===== config.mk =====
export PLATFORM = sky130hd
export DESIGN_NAME = hockey_input_sched
export DESIGN_NICKNAME = d
export VERILOG_FILES = /design/src/rtl/hockey_input_sched.sv
export SDC_FILE = /design/constraint.sdc
export NUM_CORES = 1
export LEC_CHECK = 0
export CAP_MARGIN = 20
export CORE_MARGIN = 3
export CORE_UTILIZATION = 45
export DETAILED_ROUTE_END_ITERATION = 16
export PLACE_DENSITY = 0.74
export SYNTH_ARGS = -nofsm -noshare
export SYNTH_HDL_FRONTEND = slang
export SYNTH_SLANG_ARGS = --single-unit

===== constraint.sdc =====
create_clock -name clk -period 2.5 [get_ports clk]
set_clock_uncertainty 0.05 [all_clocks]
set_input_delay 0.5 -clock clk [delete_from_list [all_inputs] [get_ports clk]]
set_output_delay 0.5 -clock clk [all_outputs]
set_load 0.01 [all_outputs]

===== src/rtl/hockey_input_sched.sv =====
// Input front-end for the hockey core: synchronises and debounces both buttons, captures
// one pending command per player, offers them one at a time over valid/ready, paces the puck.
module hockey_input_sched #(
    parameter int DEBOUNCE_CYC = 4,
    parameter int STEP_DIV     = 50,
    parameter int CNT_W        = 8
) (
    input  logic       clk,
    input  logic       rst,
    input  logic       btn_a_raw,
    input  logic       btn_b_raw,
    input  logic [1:0] dir_a,
    input  logic [1:0] dir_b,
    input  logic [2:0] y_a,
    input  logic [2:0] y_b,
    input  logic [1:0] turn,
    input  logic       step_en,
    input  logic       cmd_ready,
    output logic       cmd_valid,
    output logic       cmd_player,
    output logic [1:0] cmd_dir,
    output logic [2:0] cmd_y,
    output logic       step_tick,
    output logic       rej_a,
    output logic       rej_b
);

    typedef enum logic {IDLE, OFFER} state_t;

    // Index 0 is player A, index 1 is player B throughout.
    logic [1:0]       btn_raw, sync1, sync2, warm;
    logic [1:0]       db_level, armed, flip, press;
    logic [CNT_W-1:0] db_cnt [2];
    logic [1:0]       dir_in [2];
    logic [2:0]       y_in   [2];

    logic [1:0]       pending, offering, accept_p, flush, press_rej, store, elig;
    logic [1:0]       pend_dir [2];
    logic [2:0]       pend_y   [2];
    logic             accept, sel, rr_ptr, rr_d;

    state_t           state_q, state_d;
    logic             valid_d, player_d;
    logic [1:0]       dir_d;
    logic [2:0]       y_d;
    logic [CNT_W-1:0] step_cnt;

    assign btn_raw   = {btn_b_raw, btn_a_raw};
    assign dir_in[0] = dir_a;
    assign dir_in[1] = dir_b;
    assign y_in[0]   = y_a;
    assign y_in[1]   = y_b;

    // NOTE: sequential state uses non-blocking assignments so every flop samples pre-edge values.
    always_ff @(posedge clk or negedge rst) begin
        if (!rst) begin
            sync1 <= '0;
            sync2 <= '0;
            warm  <= '0;
        end else begin
            sync1 <= btn_raw;
            sync2 <= sync1;
            warm  <= {warm[0], 1'b1};
        end
    end

    always_comb begin
        for (int p = 0; p < 2; p++) begin
            flip[p] = (sync2[p] != db_level[p]) && (db_cnt[p] == CNT_W'(DEBOUNCE_CYC - 1));
        end
    end

    // A press only counts once the button has been seen released after reset.
    assign press = flip & ~db_level & armed;

    always_ff @(posedge clk or negedge rst) begin
        if (!rst) begin
            db_level <= '0;
            armed    <= '0;
            for (int p = 0; p < 2; p++) db_cnt[p] <= '0;
        end else begin
            for (int p = 0; p < 2; p++) begin
                armed[p] <= armed[p] | (warm[1] & ~sync2[p] & ~db_level[p]);
                if (sync2[p] == db_level[p]) begin
                    db_cnt[p] <= '0;
                end else if (flip[p]) begin
                    db_level[p] <= ~db_level[p];
                    db_cnt[p]   <= '0;
                end else begin
                    db_cnt[p] <= db_cnt[p] + CNT_W'(1);
                end
            end
        end
    end

    assign accept    = cmd_valid & cmd_ready;
    assign offering  = {cmd_valid & cmd_player, cmd_valid & ~cmd_player};
    assign accept_p  = offering & {2{cmd_ready}};
    // An offered command is never flushed; only idle pendings lose their turn.
    assign flush     = pending & ~turn & ~offering;
    assign press_rej = press & (~turn | (pending & ~accept_p));
    assign store     = press & ~press_rej;

    // NOTE: the payload registers are reset too, so nothing undefined can reach cmd_dir/cmd_y.
    always_ff @(posedge clk or negedge rst) begin
        if (!rst) begin
            pending <= '0;
            rej_a   <= 1'b0;
            rej_b   <= 1'b0;
            for (int p = 0; p < 2; p++) begin
                pend_dir[p] <= '0;
                pend_y[p]   <= '0;
            end
        end else begin
            rej_a <= press_rej[0] | flush[0];
            rej_b <= press_rej[1] | flush[1];
            for (int p = 0; p < 2; p++) begin
                if (store[p]) begin
                    pending[p]  <= 1'b1;
                    pend_dir[p] <= dir_in[p];
                    pend_y[p]   <= y_in[p];
                end else if (accept_p[p] | flush[p]) begin
                    pending[p] <= 1'b0;
                end
            end
        end
    end

    assign elig = pending & turn;
    assign sel  = (&elig) ? rr_ptr : elig[1];

    always_comb begin
        state_d  = state_q;
        valid_d  = cmd_valid;
        player_d = cmd_player;
        dir_d    = cmd_dir;
        y_d      = cmd_y;
        rr_d     = rr_ptr;
        case (state_q)
            IDLE: begin
                if (|elig) begin
                    state_d  = OFFER;
                    valid_d  = 1'b1;
                    player_d = sel;
                    dir_d    = pend_dir[sel];
                    y_d      = pend_y[sel];
                end
            end
            OFFER: begin
                if (cmd_ready) begin
                    state_d = IDLE;
                    valid_d = 1'b0;
                    rr_d    = ~cmd_player;
                end
            end
            default: state_d = IDLE;
        endcase
    end

    always_ff @(posedge clk or negedge rst) begin
        if (!rst) begin
            state_q    <= IDLE;
            cmd_valid  <= 1'b0;
            cmd_player <= 1'b0;
            cmd_dir    <= '0;
            cmd_y      <= '0;
            rr_ptr     <= 1'b0;
        end else begin
            state_q    <= state_d;
            cmd_valid  <= valid_d;
            cmd_player <= player_d;
            cmd_dir    <= dir_d;
            cmd_y      <= y_d;
            rr_ptr     <= rr_d;
        end
    end

    // A hit restarts the puck period so the first step after it is a full STEP_DIV away.
    always_ff @(posedge clk or negedge rst) begin
        if (!rst) begin
            step_cnt <= '0;
        end else if (!step_en || accept) begin
            step_cnt <= '0;
        end else if (step_cnt == CNT_W'(STEP_DIV - 1)) begin
            step_cnt <= '0;
        end else begin
            step_cnt <= step_cnt + CNT_W'(1);
        end
    end

    assign step_tick = step_en & (step_cnt == CNT_W'(STEP_DIV - 1));

endmodule

## Word level (Yosys, flattened, before mapping)

Cells that the tools add are included.

| operators by class | value |
|---|---|
| add/sub/neg operators | 3 |
| multipliers | 0 |
| div/mod/pow operators | 0 |
| magnitude comparators | 1 |
| eq/ne operators | 9 |
| shift operators | 0 |
| multiplexer cells | 23 |
| bitwise logic cells | 38 |
| reductions and logical operators | 13 |

Operators by type and width:

| operator | count |
|---|---|
| two-way mux 8 bit | 6 |
| adder 8 x 1 -> 8 bit (second input constant) | 3 |
| AND 2 bit | 9 |
| equality test 8 x 2 -> 1 bit (second input constant) | 2 |
| AND reduction 2 bit | 6 |
| inverter 2 bit | 5 |
| two-way mux 1 bit | 9 |
| two-way mux 3 bit | 3 |
| AND 1 bit | 8 |
| equality test 8 x 6 -> 1 bit (second input constant) | 1 |
| inverter 1 bit | 8 |
| two-way mux 2 bit | 3 |
| bitwise OR 1 bit | 6 |
| != test 2 bit (second input constant) | 2 |
| case mux 1 bit (2 select lines) | 2 |
| nonzero test 2 bit | 2 |
| equality test 1 bit | 2 |
| greater-or-equal comparator 2 bit (second input constant) | 1 |
| logical AND 1 bit | 2 |
| != test 1 bit | 2 |
| inverter 1 -> 2 bit | 1 |
| bitwise OR 2 bit | 1 |
| OR reduction 2 bit | 1 |
| logical NOT 1 bit | 1 |
| logical OR 1 bit | 1 |

| storage, ports and cells | value |
|---|---|
| bits in registers | 57 |
| bits in latches | 0 |
| memory bits (writable) | 0 |
| ROM bits | 0 |
| input port bits | 18 |
| output and inout port bits | 10 |
| word-level logic and storage cells | 110 |
| memories kept | 0 |

## Logic depth before layout (Yosys ltp)

Gate-level depths: netlist of run 1.

| logic depth | value |
|---|---|
| word-level depth | 10 |
| depth in mapped cells | 6 |
| depth with buffers taken out | 5 |

## Least setup slack after synthesis of run 1

Ideal clock, no wire load.

| timing | value |
|---|---|
| path kind | register to register |
| start | register db_cnt[0] (netlist bit) |
| end | register pend_dir[0] (netlist bit) |
| setup time | 125 ps |
| arrival time | 1,735 ps |
| data required time | 2,325 ps |
| slack | 590 ps |
| stages on the path, launching flop included | 6 |
| path buffers | 0 |
| clock period less this slack | 1,910 ps |
| path through | dfrtp_1 -> ha_1 -> or3b_2 -> nor4_4 -> nand2_4 -> mux2_4 |

| on the way | value |
|---|---|
| word-level cells in the longest chain between the ends | 7 |

Ends and longest elaborated chain:

| what | line | text |
|---|---|---|
| from (decl) | 33 | `logic [CNT_W-1:0] db_cnt [2];` |
| from (signal, indexed assignment) | 90 | `db_cnt[p] <= db_cnt[p] + CNT_W'(1);` |
| equality test 8 x 2 -> 1 bit * | 69 | `flip[p] = (sync2[p] != db_level[p]) && (db_cnt[p] == CNT_W'(DEBOUNCE_CYC - 1));` |
| logical AND 1 bit * | 69 |  |
| AND 2 bit * (2 in series) | 74 | `assign press = flip & ~db_level & armed;` |
| AND 2 bit | 101 | `assign press_rej = press & (~turn \| (pending & ~accept_p));` |
| inverter 2 bit | 102 | `assign store = press & ~press_rej;` |
| AND 2 bit * | 102 |  |
| to (signal, indexed assignment) | 120 | `pend_dir[p] <= dir_in[p];` |
| to (decl) | 38 | `logic [1:0] pend_dir [2];` |

Mark *: on every way between the ends. The rest lies on a longest branch, timed or not.
A chain may end at the register's enable or synchronous reset.

## Final worst setup path of run 1

| timing | value |
|---|---|
| start | register step_cnt[2] |
| end | output port step_tick |

| on the way | value |
|---|---|
| word-level cells in the longest chain between the ends | 2 |

Ends and longest elaborated chain:

| what | line | text |
|---|---|---|
| from (decl) | 46 | `logic [CNT_W-1:0] step_cnt;` |
| from (signal assigned) | 187 | `step_cnt <= step_cnt + CNT_W'(1);` |
| equality test 8 x 6 -> 1 bit | 191 | `assign step_tick = step_en & (step_cnt == CNT_W'(STEP_DIV - 1));` |
| AND 1 bit | 191 |  |
| to (decl) | 23 | `output logic step_tick,` |

No other way between the ends.

==> results of run 1 <==
==> flip-flops by register name, summed over array words and instances (netlist names), 2 cells and up <==
name,cells
pend_dir,4
db_level,2
cmd_dir,2
pend_y,6
pending,2
db_cnt,16
sync2,2
sync1,2
step_cnt,8
warm,2
armed,2
cmd_y,3
==> layout make-up <==
type,count,share of cell area (%)
Timing Repair Buffer,32,10.02
Multi-Input combinational cell,146,33.13
Clock inverter,3,0.4969
Sequential cell,57,47.21
Tap cell,70,2.899
Clock buffer,13,5.259
Inverter,8,0.9938
==> critical path, delay by kind of cell (launching register included) <==
family | cells | cell delay [ps]
buffers and inverters | 1 | 530
flip-flops | 1 | 420
AND/OR/NAND/NOR | 3 | 420
==> metrics by stage <==
step | std cells | worst slack (ps) | hold slack [ps] | power [mW]
floorplan | 214 | 590.2 | 154.4 | 1.659
global placement | 313 | 193.3 | 282.5 | 1.915
detailed placement | 313 | 101.1 | 287.3 | 1.938
CTS | 329 | 211.9 | 152.5 | 2.697
global route | 329 | 78.76 | 179.5 | 2.852
finish | 329 | 238.7 | 141.6 | 2.666
==> power groups by stage <==
stage / logic [mW] / clock network [mW] / registers (mW)
after floorplan: 0.360 / 0 / 1.30
after global placement: 0.612 / 0 / 1.30
after detailed placement: 0.629 / 0 / 1.31
after CTS: 0.637 / 0.761 / 1.30
after global routing: 0.708 / 0.817 / 1.33
final: 0.625 / 0.744 / 1.30
==> synth_stat cells, drive strengths merged, types with 3 or more instances <==
cell   count  share of area (%)
dfrtp     57                 58
mux2i      6                2.4
nor2      33                5.0
nand4      3               0.76
a21o       4                1.2
o21ai      6                1.2
ha         4                2.0
nand2     15                2.6
a21oi      7                1.4
mux2      12                6.2
nor3       3               0.61
and3       5                1.3
xnor2      7                2.5
xor2      11                3.9
inv        8                1.2
nand3      8                1.6
==> worst paths after layout <==
path,from,end
setup / recovery,step_cnt[2],step_tick
hold / removal,rst,db_level[0]
setup reg to reg,db_cnt[8],pend_y[3]
hold reg to reg,sync1[0],sync2[0]
max in group asynchronous,rst,armed[0]
min in group clk,sync1[0],sync2[0]
==> kinds of logic after synthesis <==
group	count (synthesis)	synth area share [%]
AND/OR/NAND/NOR	80	16.72
flip-flops	57	57.75
AO/OA/AOI/OAI	25	6.586
XOR/XNOR	18	6.383
multiplexers	18	8.662
buffers and inverters	11	1.722
adder cells (fa/ha/maj)	4	2.026
other	1	0.1518
==> routing by layer <==
layer	wire length, um	up-vias
li1	-	809
met1	2025	785
met2	2095	32
met3	200	7
met4	73	0
met5	0	-
==> flow_metrics.py, run 1 <==
metrics = {
    "grt": {
        "grt_pass1_wl_mm": 7.714,
        "grt.met2_usage_pct": 25.99,
        "grt_max_degree": 30,
        "antenna_found_initial": 0,
        "track_usage_pct": 16.03,
        "use_met1_pct": 19.72,
        "top_usage_layer": "met2",
        "grt_pass1_vias": 1711,
        "grt_util_met3_pct": 5.605,
        "overflow": 0,
    },
    "die": {
        "io_pins": 28,
        "fp-row-count": 26,
        "dieArea_um2": 6414,
        "core_um2": 5205,
        "initial_core_util_pct": 47.45,
        "fp.dieW_um": 80.09,
        "dieHeight_um": 80.09,
    },
    "route": {
        "drt_iter0_drc": 124,
        "via_per_inst": 4.964,
        "finalWirelength_mm": 4.394,
        "wire_per_inst_um": 13.36,
        "final_antenna_net_count": 0,
        "drcViolationCount": 0,
        "first_pass_iters": 4,
        "vias": 1633,
    },
    "clocking": {
        "post_cts.repair.setup_buffers": 0,
        "cts_hold_buf": 0,
        "cts_resized": 0,
        "numCtsBuffers": 9,
        "cts.reportedPaths.clkPinSlew_ps": 60,
        "htreeDepth": 3,
        "cts_tree": "built",
        "clock_path_buffers": 2,
        "clock-sinks": 57,
        "insertion_delay_ps": 330,
        "root_buffer": "clkbuf_8",
    },
    "yosys": {
        "synthArstFlopShare_pct": 100.0,
        "synth_area_um2": 2470,
        "syn-num-nets": 236,
        "post_synth_num_cell_types": 39,
        "postSynthAreaPerCell_um2": 11.54,
        "yosysSeqAreaShare_pct": 57.75,
        "synth-seq-cells": 57,
        "synth-main-ff-cell": "dfrtp_1",
        "yosysWarningCount": 0,
        "synth_edf_count": 0,
        "syn_inst": 214,
    },
    "layout": {
        "layout_commonest_cell": "dfrtp_1",
        "nNetsFinal": 276,
        "final_cell_area_um2": 3022,
        "multiInputGateArea_um2": 1001,
        "final_cell_mix": "57 x dfrtp_1, 33 x nor2_1, 26 x clkdlybuf4s50_1",
        "num_antenna_cells": 0,
        "synthToLayoutAreaGrowth_pct": 22.34,
        "fill_cells": 455,
        "drive_gt1_share_pct": 12.36,
        "seqCellArea_um2": 1426,
        "post-route-util_pct": 58.05,
    },
    "sta": {
        "final.period_utilization_pct": 90.45,
        "tightest_slew_ps": 637.9,
        "tns_ps": 0,
        "rsz0062_at_grt": "false",
        "clock.fmax_mhz": 442.2,
        "finalWorstPathRequiredPeriod_ps": 2261,
        "max-slew-margin-rel_pct": 57.47,
        "setup_violations": 0,
        "drv_slew": 0,
        "finalHoldViolations": 0,
    },
    "setup_path": {
        "cp_max_fo": 4,
        "path_cells": "nor3_1, nand4bb_1, nor2_1, clkdlybuf4s50_1",
        "worstPathArrival_ps": 1710,
        "critPathCaptureType": "output pin",
        "cp-start-kind": "flip-flop",
        "required_ps": 1950,
        "crit_type": "flip-flop to output pin",
        "r2r_cells": 5,
        "crit_slowest_cell": "clkdlybuf4s50_1",
        "cpPeakStageDelay_ps": 530,
        "r2r_slack_ps": 450,
    },
    "flow_run": {
        "maxCapViolations": 0,
    },
    "power": {
        "ir_drop_mv": 0.5039,
        "pwr_density_cell_nw_per_um2": 882.3,
        "p_leak_nw": 1.418,
        "clock_power_share_pct": 27.9,
        "intPower_mw": 1.878,
        "comb_power_share_pct": 23.4,
        "power_frac_seq_pct": 48.7,
        "swShare_pct": 29.55,
        "switchingPower_uw": 787.8,
    },
    "run_status": {
        "status": "completed",
    },
    "placement": {
        "dp_hpwl_mm": 3.192,
        "placed_cell_area_um2": 2848,
        "routabilityCongestion": 0.8233,
        "io_buffers": 27,
    },
    "hold_path": {
        "hold_path_class": "primary input to async pin",
    },
}
Power figures use the tool's default switching activity.
==> inputs of run 2 (changes only) <==
RECOVER_POWER = 50   (was unset)
==> run 2 against run 1 <==
The run now ends with max-capacitance violations, max-slew violations left. Setup slack better by 1.4 ps. Flip-flop and latch count did not move. Non-clock buffer count is the same. Register-to-register slack about the same. Count of clock-buffer cells in the layout unchanged. Global-route usage did not move. Fmax barely moved. Largest power group unchanged.
==> flow_metrics.py, run 2 (synthesized netlist as in run 1, its figures left out) <==
metrics = {
    "grt": {
        "overflow": 0,
        "grt_max_degree": 30,
        "grt_pass1_wl_mm": 7.714,
        "track_usage_pct": 16.03,
        "grt_pass1_vias": 1711,
        "antenna_found_initial": 0,
    },
    "die": {
        "core_um2": 5205,
        "initial_core_util_pct": 47.45,
        "fp.dieW_um": 80.09,
        "fp-row-count": 26,
        "dieArea_um2": 6414,
        "dieHeight_um": 80.09,
        "io_pins": 28,
    },
    "layout": {
        "multiInputGateArea_um2": 1001,
        "seqCellArea_um2": 1426,
        "largest_reg_flops": 16,
        "synthToLayoutAreaGrowth_pct": 22.04,
        "nNetsFinal": 276,
        "largest_registers": "db_cnt (16), step_cnt (8), pend_y (6)",
        "final_cell_mix": "57 x dfrtp_1, 33 x nor2_1, 24 x clkdlybuf4s50_1",
        "max_flop_register": "db_cnt",
        "fill_cells": 455,
        "drive_gt1_share_pct": 11.58,
        "layout_commonest_cell": "dfrtp_1",
        "final_cell_area_um2": 3014,
        "finalNonFillerCells": 329,
        "num_antenna_cells": 0,
    },
    "power": {
        "p_leak_nw": 1.412,
        "clock_power_share_pct": 27.9,
        "pwr_density_cell_nw_per_um2": 883.6,
        "comb_power_share_pct": 23.4,
        "swShare_pct": 29.55,
        "intPower_mw": 1.876,
        "switchingPower_uw": 787.1,
        "power_frac_seq_pct": 48.7,
        "ir_drop_mv": 0.5038,
    },
    "clocking": {
        "insertion_delay_ps": 330,
        "post_cts.repair.setup_buffers": 0,
        "htreeDepth": 3,
        "clock_path_buffers": 2,
        "cts_hold_buf": 0,
        "root_buffer": "clkbuf_8",
        "cts_resized": 0,
        "numCtsBuffers": 9,
        "cts.reportedPaths.clkPinSlew_ps": 60,
        "clock-sinks": 57,
        "cts_tree": "built",
    },
    "setup_path": {
        "crit_slowest_cell": "clkdlybuf4s50_1",
        "path_cells": "nor3_1, nand4bb_1, nor2_1, clkdlybuf4s50_1",
        "required_ps": 1950,
        "critPathCaptureType": "output pin",
        "r2r_cells": 5,
        "cp-start-kind": "flip-flop",
        "r2r_slack_ps": 450,
        "worstPathArrival_ps": 1710,
        "cpPeakStageDelay_ps": 530,
        "cp_max_fo": 4,
        "crit_type": "flip-flop to output pin",
    },
    "placement": {
        "dp_hpwl_mm": 3.192,
        "io_buffers": 27,
        "placed_cell_area_um2": 2848,
        "dp.cells": 313,
        "routabilityCongestion": 0.8233,
        "dpl_worst_slack_ps": 101.1,
    },
    "sta": {
        "final.period_utilization_pct": 90.40,
        "clock.fmax_mhz": 442.5,
        "setup_violations": 0,
        "hold_slack_ps": 303.8,
        "tns_ps": 0,
        "tightest_slew_ps": 1527,
        "setup_ws_ps": 240.1,
        "drv_slew": 30,
        "max-slew-margin-rel_pct": -1.781,
        "rsz0062_at_grt": "false",
        "finalHoldViolations": 0,
        "finalWorstPathRequiredPeriod_ps": 2260,
    },
    "route": {
        "first_pass_iters": 4,
        "routed-wl-met2_mm": 2.094,
        "final_antenna_net_count": 0,
        "drcViolationCount": 0,
        "vias": 1627,
        "finalWirelength_mm": 4.385,
        "wl_met3_um": 191,
        "top_layer": "met4",
        "via_per_inst": 4.945,
        "wire_per_inst_um": 13.33,
        "drt_iter0_drc": 117,
        "met1_length_mm": 2.027,
    },
    "run_status": {
        "violations": "max-capacitance violations, max-slew violations",
        "status": "finished, violations left",
    },
    "hold_path": {
        "whs_path_depth": 0,
        "hold_path_class": "flip-flop to flip-flop",
    },
    "flow_run": {
        "maxCapViolations": 1,
    },
}
run 2: cell count changes in the layout (fill, tap and decap cells not counted), sizes merged:
cell	change
clkdlybuf4s50	-2
dlygate4sd3	+2
buf	-3
clkbuf	+3
run 2: per-layer routing:
layer  global-route usage, %  up-vias
met5                       0        -
met4                   5.912        0
met3                   5.605        7
met2                   25.99       28
met1                   19.72      783
li1                        -      809
run 2: final timing paths:
path / from / to
setup / recovery: step_cnt[2] / step_tick
hold / removal: sync1[0] / sync2[0]
setup reg to reg: db_cnt[8] / pend_y[3]
hold reg to reg: sync1[0] / sync2[0]
max in group asynchronous: rst / armed[0]
min in group asynchronous: rst / db_level[0]
run 2: per-stage QoR:
step	power, mW	utilization, %
global route	2.850	57.91
floorplan	1.659	-
detailed placement	1.938	54.71
CTS	2.697	58.05
finish	2.663	57.91
global placement	1.915	54.71
run 2: power by group through the flow:
stage                     clock network [mW]  registers, mW  logic (mW)
final                                  0.743           1.30       0.623
after CTS                              0.761           1.30       0.637
after floorplan                            0           1.30       0.360
after global placement                     0           1.30       0.612
after global routing                   0.817           1.33       0.706
after detailed placement                   0           1.31       0.629
run 2: worst max-delay path: cells and delay by family, from the launching register on:
family | cells | cell delay [ps]
buffers and inverters | 1 | 530
flip-flops | 1 | 420
AND/OR/NAND/NOR | 3 | 420
run 2: cell type report:
| cell class | instances | area share (%) |
|---|---|---|
| clock buffer | 13 | 5.272 |
| inverter | 8 | 0.9963 |
| tap | 70 | 2.906 |
| timing repair buffer | 32 | 9.797 |
| sequential | 57 | 47.32 |
| clock inverter | 3 | 0.4981 |
| multi-input combinational | 146 | 33.21 |
==> inputs of run 3 (changes only) <==
GPL_TIMING_DRIVEN = 1   (was unset)
REMOVE_ABC_BUFFERS = 1   (was unset)
==> run 3 against run 2 <==
The run now ends clean. Sequential share of layout area fell by 0.39 points. Combinational power down 2%. Final area up 0.83%. Register-to-register slack worse by 20 ps. Global-route usage decreased by 0.46 points. Critical path type unchanged. Critical endpoint unchanged.
==> flow_metrics.py, run 3 (synthesized netlist as in run 1, its figures left out) <==
metrics = {
    "run_status": {
        "status": "completed",
    },
    "grt": {
        "grt_max_degree": 35,
        "grt_pass1_vias": 1654,
        "grt_pass1_wl_mm": 7.383,
        "track_usage_pct": 15.56,
        "overflow": 0,
        "antenna_found_initial": 0,
    },
    "layout": {
        "post-route-util_pct": 58.39,
        "layout_commonest_cell": "dfrtp_1",
        "final_cell_mix": "57 x dfrtp_1, 33 x nor2_1, 24 x clkdlybuf4s50_1",
        "largest_registers": "db_cnt (16), step_cnt (8), pend_y (6)",
        "nNetsFinal": 274,
        "fill_cells": 452,
        "synthToLayoutAreaGrowth_pct": 23.05,
        "max_flop_register": "db_cnt",
        "drive_gt1_share_pct": 12.45,
        "num_antenna_cells": 0,
        "largest_reg_flops": 16,
    },
    "setup_path": {
        "cp_top_family": "buffers and inverters",
        "worstPathArrival_ps": 1740,
        "r2r_slack_ps": 430,
        "crit_type": "flip-flop to output pin",
        "cp.buffers_inverters": 1,
        "r2r_cells": 5,
        "cpPeakStageDelay_ps": 540,
        "critPathCaptureType": "output pin",
        "cp_max_fo": 4,
        "cp-start-kind": "flip-flop",
        "path_cells": "nor3_2, nand4bb_1, nor2_1, clkdlybuf4s50_1",
        "required_ps": 1950,
        "crit_slowest_cell": "clkdlybuf4s50_1",
        "reg2reg_to": "pend_y[2]",
        "rr_startpoint": "db_cnt[0]",
    },
    "sta": {
        "rsz0062_at_grt": "false",
        "max-slew-margin-rel_pct": 16.10,
        "setup_violations": 0,
        "finalWorstPathRequiredPeriod_ps": 2290,
        "tightest_slew_ps": 1258,
        "finalHoldViolations": 0,
        "clock.fmax_mhz": 436.7,
        "hold_slack_ps": 301.1,
        "final.period_utilization_pct": 91.60,
        "drv_slew": 0,
        "tns_ps": 0,
    },
    "route": {
        "wl_met3_um": 250,
        "vias": 1636,
        "first_pass_iters": 4,
        "top_layer": "met4",
        "drt_iter0_drc": 37,
        "wire_per_inst_um": 13.06,
        "final_antenna_net_count": 0,
        "via_per_inst": 5.003,
        "drcViolationCount": 0,
        "finalWirelength_mm": 4.269,
        "met1_length_mm": 1.975,
        "routed-wl-met2_mm": 1.958,
    },
    "clocking": {
        "cts_hold_buf": 0,
        "insertion_delay_ps": 340,
        "cts_tree": "built",
        "htreeDepth": 3,
        "post_cts.repair.setup_buffers": 0,
        "cts.reportedPaths.clkPinSlew_ps": 60,
        "root_buffer": "clkbuf_8",
        "numCtsBuffers": 9,
        "clock-sinks": 57,
        "clock_path_buffers": 2,
        "cts_resized": 0,
    },
    "die": {
        "fp-row-count": 26,
        "initial_core_util_pct": 47.45,
        "fp.dieW_um": 80.09,
        "io_pins": 28,
        "dieArea_um2": 6414,
        "dieHeight_um": 80.09,
        "core_um2": 5205,
    },
    "power": {
        "comb_power_share_pct": 22.1,
        "power_frac_seq_pct": 46.7,
        "p_leak_nw": 1.422,
        "intPower_mw": 1.977,
        "clock_power_share_pct": 31.2,
        "pwr_density_cell_nw_per_um2": 912.7,
        "switchingPower_uw": 797.1,
        "ir_drop_mv": 0.5456,
        "swShare_pct": 28.74,
    },
    "hold_path": {
        "whs_path_depth": 0,
        "hold_path_class": "flip-flop to flip-flop",
        "min_to": "sync2[0]",
        "hold_start": "sync1[0]",
    },
    "placement": {
        "io_buffers": 27,
        "dp_hpwl_mm": 3.083,
        "routabilityCongestion": 0.8608,
    },
    "flow_run": {
        "maxCapViolations": 0,
    },
}
## run 3: changes by cell type in the layout (fill, tap and decap cells not counted)
cell,previous run,this run
nor3_2,0,1
bufinv_16,0,1
buf_4,3,2
clkbuf_1,4,1
nor3_1,3,2
clkinv_4,0,1
## run 3: power groups by stage
stage | Clock, mW | Sequential (mW) | Combinational (mW)
2_1_floorplan | 0 | 1.30 | 0.354
3_3_place_gp | 0 | 1.30 | 0.610
3_5_place_dp | 0 | 1.31 | 0.626
4_1_cts | 0.895 | 1.30 | 0.629
5_1_grt | 0.941 | 1.33 | 0.690
6_report | 0.865 | 1.30 | 0.613
## run 3: through the flow
stage	instance area, um^2	cells	worst slack, ps	total power, mW
5_1_grt	3039	327	29.96	2.956
2_1_floorplan	2457	211	590.2	1.653
3_3_place_gp	2845	311	192.0	1.911
3_5_place_dp	2845	311	172.8	1.937
6_report	3039	327	209.9	2.774
4_1_cts	3050	327	148.8	2.819
## run 3: worst max path at each step
stage                startpoint     endpoint  cells past startpoint
global placement        step_en    step_tick                      4
global route        step_cnt[6]    step_tick                      4
detailed placement    cmd_ready    pend_y[3]                      5
floorplan             db_cnt[0]  pend_dir[0]                      5
CTS                 step_cnt[2]    step_tick                      4
finish              step_cnt[2]    step_tick                      4
## run 3: layer usage
metal | track usage, % | vias up
li1 | - | 800
met1 | 19.19 | 795
met2 | 23.26 | 34
met3 | 7.175 | 7
met4 | 7.095 | 0
met5 | 0 | -
## run 3: area by class of cell
| class | instances | area (um^2) | area share (%) |
|---|---|---|---|
| clock inverter | 5 | 53.80 | 1.770 |
| sequential | 57 | 1426 | 46.93 |
| timing repair buffer | 30 | 284.0 | 9.345 |
| inverter | 8 | 30.03 | 0.9881 |
| clock buffer | 11 | 151.4 | 4.981 |
| tap | 70 | 87.58 | 2.882 |
| multi-input combinational | 146 | 1006 | 33.10 |
## run 3: worst reg2reg max path, stage by stage, from the launching register on
cell and delay [ps]:
dfrtp_1 390, ha_1 220, or3b_2 500, nor4_4 320, nand2_4 150, mux2_4 320
